`config.mk`:
```
export PLATFORM = sky130hd
export DESIGN_NAME = ram_bank
export DESIGN_NICKNAME = d
export VERILOG_FILES = /design/src/rtl/ram_bank_pkg.sv /design/src/rtl/ram_bank_array.sv /design/src/rtl/ram_bank.sv
export SDC_FILE = /design/constraint.sdc
export NUM_CORES = 1
export LEC_CHECK = 0
export ABC_AREA = 0
export BUFFER_PORTS_ARGS = -buffer_cell sky130_fd_sc_hd__buf_2
export CAP_MARGIN = 25
export CORE_ASPECT_RATIO = 0.6
export CORE_MARGIN = 2
export CORE_UTILIZATION = 55
export DETAILED_ROUTE_END_ITERATION = 8
export PLACE_DENSITY = 0.72
export SYNTH_ARGS = -nofsm -noshare
export SYNTH_HDL_FRONTEND = slang
export SYNTH_SLANG_ARGS = --single-unit
```
`constraint.sdc`:
```
create_clock -name clk -period 3.2 [get_ports clk]
set_input_delay 0.16 -clock clk [delete_from_list [all_inputs] [get_ports clk]]
set_output_delay 0.16 -clock clk [all_outputs]
set_load 0.1 [all_outputs]
```
`src/rtl/ram_bank_pkg.sv`:
```
// Shared defaults and word type for the scratch RAM bank.
package ram_bank_pkg;

    localparam int RAM_ADDR_BIT   = 3;
    localparam int RAM_DATA_BIT   = 16;
    localparam int RAM_MEM_HEIGHT = 8;

    typedef logic [RAM_DATA_BIT-1:0] ram_word_t;

endpackage

```
`src/rtl/ram_bank_array.sv`:
```
// Storage array: synchronous range-checked write, synchronous clear, and
// a combinational read of the addressed word.
module ram_bank_array
    import ram_bank_pkg::*;
#(
    parameter int ADDR_BIT   = RAM_ADDR_BIT,
    parameter int DATA_BIT   = RAM_DATA_BIT,
    parameter int MEM_HEIGHT = RAM_MEM_HEIGHT
) (
    input  logic                clk,
    input  logic                rst_n,
    input  logic                wr_en,
    input  logic [ADDR_BIT-1:0] addr_w,
    input  logic [DATA_BIT-1:0] d_w,
    input  logic [ADDR_BIT-1:0] addr_r,
    output logic [DATA_BIT-1:0] rd_word,
    output logic                w_in_range
);

    // One extra bit so MEM_HEIGHT == 2**ADDR_BIT is representable.
    localparam logic [ADDR_BIT:0] HEIGHT = (ADDR_BIT+1)'(MEM_HEIGHT);

    logic [DATA_BIT-1:0] mem [MEM_HEIGHT];
    logic                r_in_range;

    assign w_in_range = {1'b0, addr_w} < HEIGHT;
    assign r_in_range = {1'b0, addr_r} < HEIGHT;

    always_ff @(posedge clk) begin
        if (!rst_n) begin
            for (int i = 0; i < MEM_HEIGHT; i++) mem[i] <= '0;
        end else if (wr_en && w_in_range) begin
            mem[addr_w] <= d_w;
        end
    end

    assign rd_word = r_in_range ? mem[addr_r] : '0;

endmodule

```
`src/rtl/ram_bank.sv`:
```
// Simple dual-port RAM bank with a registered, write-first read port and a
// global enable gating both ports.
module ram_bank
    import ram_bank_pkg::*;
#(
    parameter int ADDR_BIT   = RAM_ADDR_BIT,
    parameter int DATA_BIT   = RAM_DATA_BIT,
    parameter int MEM_HEIGHT = RAM_MEM_HEIGHT
) (
    input  logic                clk,
    input  logic                rst_n,
    input  logic                en,
    input  logic                we,
    input  logic                re,
    input  logic [ADDR_BIT-1:0] addr_w,
    input  logic [DATA_BIT-1:0] d_w,
    input  logic [ADDR_BIT-1:0] addr_r,
    output logic [DATA_BIT-1:0] d_r
);

    logic                wr_en;
    logic                rd_en;
    logic                w_in_range;
    logic                bypass;
    logic [DATA_BIT-1:0] rd_word;
    logic [DATA_BIT-1:0] rd_next;

    assign wr_en = en & we;
    assign rd_en = en & re;

    ram_bank_array #(
        .ADDR_BIT  (ADDR_BIT),
        .DATA_BIT  (DATA_BIT),
        .MEM_HEIGHT(MEM_HEIGHT)
    ) u_array (
        .clk       (clk),
        .rst_n     (rst_n),
        .wr_en     (wr_en),
        .addr_w    (addr_w),
        .d_w       (d_w),
        .addr_r    (addr_r),
        .rd_word   (rd_word),
        .w_in_range(w_in_range)
    );

    // Same-address collision returns the incoming word; an out-of-range
    // write never bypasses, so the read still sees zero.
    assign bypass  = wr_en && w_in_range && (addr_w == addr_r);
    assign rd_next = bypass ? d_w : rd_word;

    always_ff @(posedge clk) begin
        if (!rst_n) begin
            d_r <= '0;
        end else if (rd_en) begin
            d_r <= rd_next;
        end
    end

endmodule

```
Word level (Yosys, flattened, before mapping)

Memories as Yosys holds them, arrays and structs flattened. A register that Yosys moved wholly into a read port is not among the register bits.
Index checks and enable logic that the tools add are counted.

Bitwise operators: 2
Multiplexer cells: 7
Reduce and logical (&&, ||, !) cells: 2

Operators by type and width:

| kind             | count |
|---|---|
| $mux 16          | 1 |
| $reduce_or 16->1 | 1 |
| $mux 1           | 5 |
| $mux 3           | 1 |
| $and 1x1->1      | 2 |
| $logic_not 1->1  | 1 |

Bits in registers: 0
Memories: 1
Output and inout bits: 16
Word-level logic and storage cells: 12
Input bits: 27
RAM bits: 128

Memories:

| memory      | depth | width | rd ports | clocked after memory_dff | wr ports | RTL line             | text |
|---|---|---|---|---|---|---|---|
| u_array.mem | 8     | 16    | 1        | 1                        | 8        | ram_bank_array.sv:23 | `logic [DATA_BIT-1:0] mem [MEM_HEIGHT];` |

Longest topological paths before layout

Depth after elaboration: 6
Depth in mapped cells: 5
Mapped depth without buffers: 3

Cells and area by module

Synthesis repeated with hierarchy kept, for this count alone.

Cells, all modules: 498
Area, all modules: 6822.8 µm²

By module, submodules not included:

| module         | area each (µm²) | cells an instance | sequential area each (µm²) | instances |
|---|---|---|---|---|
| ram_bank_array | 5815.6          | 375               | 3843.7                     | 1 |
| ram_bank       | 1007.2          | 123               | 320.3                      | 1 |

Worst setup path after synthesis

No wires, ideal clock.

Kind: input to register
From: input addr_w[0]
To: memory u_array.mem[0][0] (netlist bit), enable pin
Buffers on the path: 1
Setup time: 414 ps
Slack: 897 ps
Data required time: 2786 ps
Arrival: 1889 ps
Stages: 3
Path through: nand4b_1 -> clkbuf_1 -> o31ai_1

RTL lines:

| what        | RTL line             | text |
|---|---|---|
| from (decl) | ram_bank.sv:15       | `input logic [ADDR_BIT-1:0] addr_w,` |
| to (decl)   | ram_bank_array.sv:23 |  |

==> Implementation_results.wiki <==
{| class="wikitable"
! Metric !! Value
|-
| Crit Path Class || input pin to flop
|-
| Top-level port count || 43
|-
| Post-Layout Cell Count || 644
|-
| Critical path's slowest cell || sky130_fd_sc_hd__nand4_1
|-
| Transition at the pin with the smallest max-transition slack || 0.934 ns
|-
| Sum of buffers and inverters on the critical path || 1
|-
| Proportion of synthesized flip-flops having asynchronous set or reset || 0%
|-
| Count of input and output buffers || 42
|-
| Via density per instance || 6.62
|-
| Synth cell types || 26
|-
| Leading cell types in the layout, fill and taps excluded || sky130_fd_sc_hd__edfxtp_1 (128), sky130_fd_sc_hd__nor3_1 (96), sky130_fd_sc_hd__buf_2 (42)
|-
| Antenna cell count || 0
|-
| Count of yosys warnings during synthesis || 0
|-
| Biggest fanout along the worst timing path || 38
|-
| CTS tree || done
|-
| Area share of and/or/nand/nor cells after synthesis || 12.5%
|-
| Maximum buffer depth of the clock tree || 2
|-
| Max-capacitance violation count || 0
|-
| Arrival time at the worst endpoint || 2.31 ns
|-
| Cells after synthesis || 436
|-
| Worst hold-check path type || input pin to flop
|-
| Overall Global Routing Usage || 27.1%
|-
| Initial Util || 56.3%
|-
| Xor-xnor portion of the synthesized cell area || 0.413%
|-
| Core area || 0.0113 mm²
|-
| DRC violations left || 0
|-
| Inst Count DP || 611
|-
| Post-synthesis compound-gate area fraction || 3.25%
|-
| # H-tree levels || 4
|-
| Proportion of synthesized area in mux cells || 13.9%
|-
| RSZ-0062 raised after global routing || false
|-
| Post-layout net count || 498
|-
| Fill cell total of the finished layout || 814
|-
| Clock network latency to the later pin of the worst-skew pair || 0.42 ns
|-
| Register area || 0.00416 mm²
|-
| Worst Setup End Kind || flop
|-
| Number of max-slew violations in the final report || 0
|-
| Overall via count from detail_route || 4,261
|-
| Minimum clock period || 2.01 ns
|-
| Routed len/inst || 24.5 µm
|-
| Area of the multi-input gates || 0.00196 mm²
|-
| # rows || 30
|-
| Layout cells sized above 1 || 27.1%
|-
| Post-route clock skew || 0.0120 ns
|-
| Sink Count || 144
|-
| Half-perimeter wire length after placement || 9.22 mm
|-
| Die Y || 87.3 µm
|-
| Post-CTS setup repair buffer count || 0
|-
| Full die area || 0.0125 mm²
|-
| Commonest non-fill, non-tap cell in the layout || sky130_fd_sc_hd__edfxtp_1
|-
| Highest cell delay on the worst timing path || 0.76 ns
|-
| Total negative setup slack || 0 ns
|-
| Hold-fix buffer count after cts || 0
|-
| Overall power after layout || 4.90 mW
|-
| Average instance area after synthesis || 14.6 µm²
|-
| Peak supply drop || 403 µV
|-
| Post-synth design cell area || 0.00636 mm²
|-
| Adder and majority cell fraction of the synthesized area || 0%
|-
| Largest net degree at the start of global routing || 49
|-
| Final Setup Violations || 0
|-
| CTS clk-pin slew, worst paths || 0.06 ns
|-
| First-pass GRT wire length || 24.2 mm
|-
| Drt first-iter violations || 484
|-
| Utilization of the core after routing || 65.7%
|-
| Sort of element at the start of the critical path || input pin
|-
| Post-detailed-routing wire length || 15.8 mm
|-
| Share of synthesized area occupied by flip-flops and latches || 65.5%
|-
| Power per cell area || 660 mW/mm²
|-
| Post-synth EDFFs || 128
|-
| DIE WIDTH || 143 µm
|-
| Count of antenna-violating nets left after detailed routing || 0
|-
| Area growth, synth to finish || 16.7%
|-
| Remaining max-slew budget at the tightest pin || 37.5%
|-
| Most used flip-flop cell after synthesis || sky130_fd_sc_hd__edfxtp_1
|-
| Critical Path, Cell by Cell || buf_2 > xnor2_1 > nand4_1 > o221ai_1
|-
| Gates resized, CTS repair || 0
|-
| Final Wtd Congestion || 0.799
|-
| Required time of the worst setup path || 3.51 ns
|-
| Run status || finished clean
|-
| Crit-path leading delay family || simple AND/OR/NAND/NOR gates
|-
| Seq cells post-synth || 144
|-
| Hold violation count in the final report || 0
|-
| Syn nets || 463
|-
| Dominant combinational cell family by area after synthesis || multiplexers
|-
| DR pass1 iterations || 5
|-
| Number of buffers created by CTS || 17
|-
| Post-route clock period utilization || 62.8%
|-
| Grt ovf || 0
|-
| Initial antenna violation count || 0
|-
| Highest achievable clock rate || 498 MHz
|-
| CTS root buf || sky130_fd_sc_hd__clkbuf_16
|-
| Number of global-route vias before repair || 4,183
|-
| Static leakage || 2.43 nW
|}
final cells by class:
cell class | instances | area share [%]
sequential | 144 | 56.1
multi-input combinational | 229 | 26.3
clock buffer | 21 | 6.20
timing repair buffer | 63 | 5.06
clock inverter | 11 | 2.81
tap | 160 | 2.70
inverter | 16 | 0.809
worst reg2reg max path, cell delays in order, from the launching register on:
cell	delay [ns]
sky130_fd_sc_hd__edfxtp_1	0.38
sky130_fd_sc_hd__mux4_2	0.46
sky130_fd_sc_hd__mux2i_1	0.28
sky130_fd_sc_hd__o221ai_1	0.18
sequential cells by signal, summed over array words and instances, names as in the netlist:
| register | flops |
|---|---|
| d_r | 16 |
| u_array.mem | 128 |
layer usage:
metal  track usage (%)  wire [µm]
met1              39.6       6750
met2              40.2       7170
met3              7.59       1640
met4              7.83        192
met5                 0          0
stage by stage:
stage               instance area, µm²  hold WS (ns)  setup slack [ns]
finish                            7420         0.215              1.19
global route                      7420         0.209              1.06
CTS                               7410         0.197              1.26
detailed placement                6740         0.458             0.840
global placement                  6740         0.441             0.906
floorplan                         6360         0.435             0.897
logic make-up (layout without fill, tap and decap cells):
logic type	after synthesis	count (layout)
buf+inv	63	111
flops	144	144
compound gates	26	26
simple gates	152	152
xor+xnor	3	3
mux	48	48
cells in the mapped netlist, types with 2 or more instances:
cell type | count | area (µm²)
sky130_fd_sc_hd__mux4_2 | 32 | 721
sky130_fd_sc_hd__buf_6 | 2 | 22.5
sky130_fd_sc_hd__mux2i_1 | 16 | 160
sky130_fd_sc_hd__clkinv_1 | 16 | 60.1
sky130_fd_sc_hd__xnor2_1 | 3 | 26.3
sky130_fd_sc_hd__nand4_1 | 2 | 12.5
sky130_fd_sc_hd__nand2_1 | 17 | 63.8
sky130_fd_sc_hd__nand2b_1 | 2 | 12.5
sky130_fd_sc_hd__buf_2 | 9 | 45.0
sky130_fd_sc_hd__o31ai_1 | 2 | 15.0
sky130_fd_sc_hd__nor3_1 | 96 | 480
sky130_fd_sc_hd__buf_1 | 3 | 11.3
sky130_fd_sc_hd__clkbuf_1 | 29 | 109
sky130_fd_sc_hd__dfxtp_1 | 16 | 320
sky130_fd_sc_hd__o21ai_0 | 6 | 30.0
sky130_fd_sc_hd__buf_8 | 2 | 30.0
sky130_fd_sc_hd__edfxtp_1 | 128 | 3840
sky130_fd_sc_hd__o221ai_1 | 16 | 140
sky130_fd_sc_hd__nor4_1 | 32 | 200
worst paths after layout:
check | start | endpoint | slack (ns) | cells after the start
worst min register to register | d_r[11]$_SDFFE_PN0P_ | d_r[11]$_SDFFE_PN0P_ | 0.47 | 2
worst max-delay path | addr_w[2] | d_r[2]$_SDFFE_PN0P_ | 1.19 | 4
worst min-delay path | d_w[5] | d_r[5]$_SDFFE_PN0P_ | 0.21 | 3
worst max register to register | u_array.mem[6][9]$_SDFFCE_PN0P_ | d_r[9]$_SDFFE_PN0P_ | 1.73 | 3
power by group:
part           switching, mW  internal (mW)  total (mW)
sequential            0.0358           2.15        2.19
clock                  0.738           1.50        2.24
combinational          0.336          0.140       0.476
total                   1.11           3.79        4.90
Power figures use the tool's default switching activity.
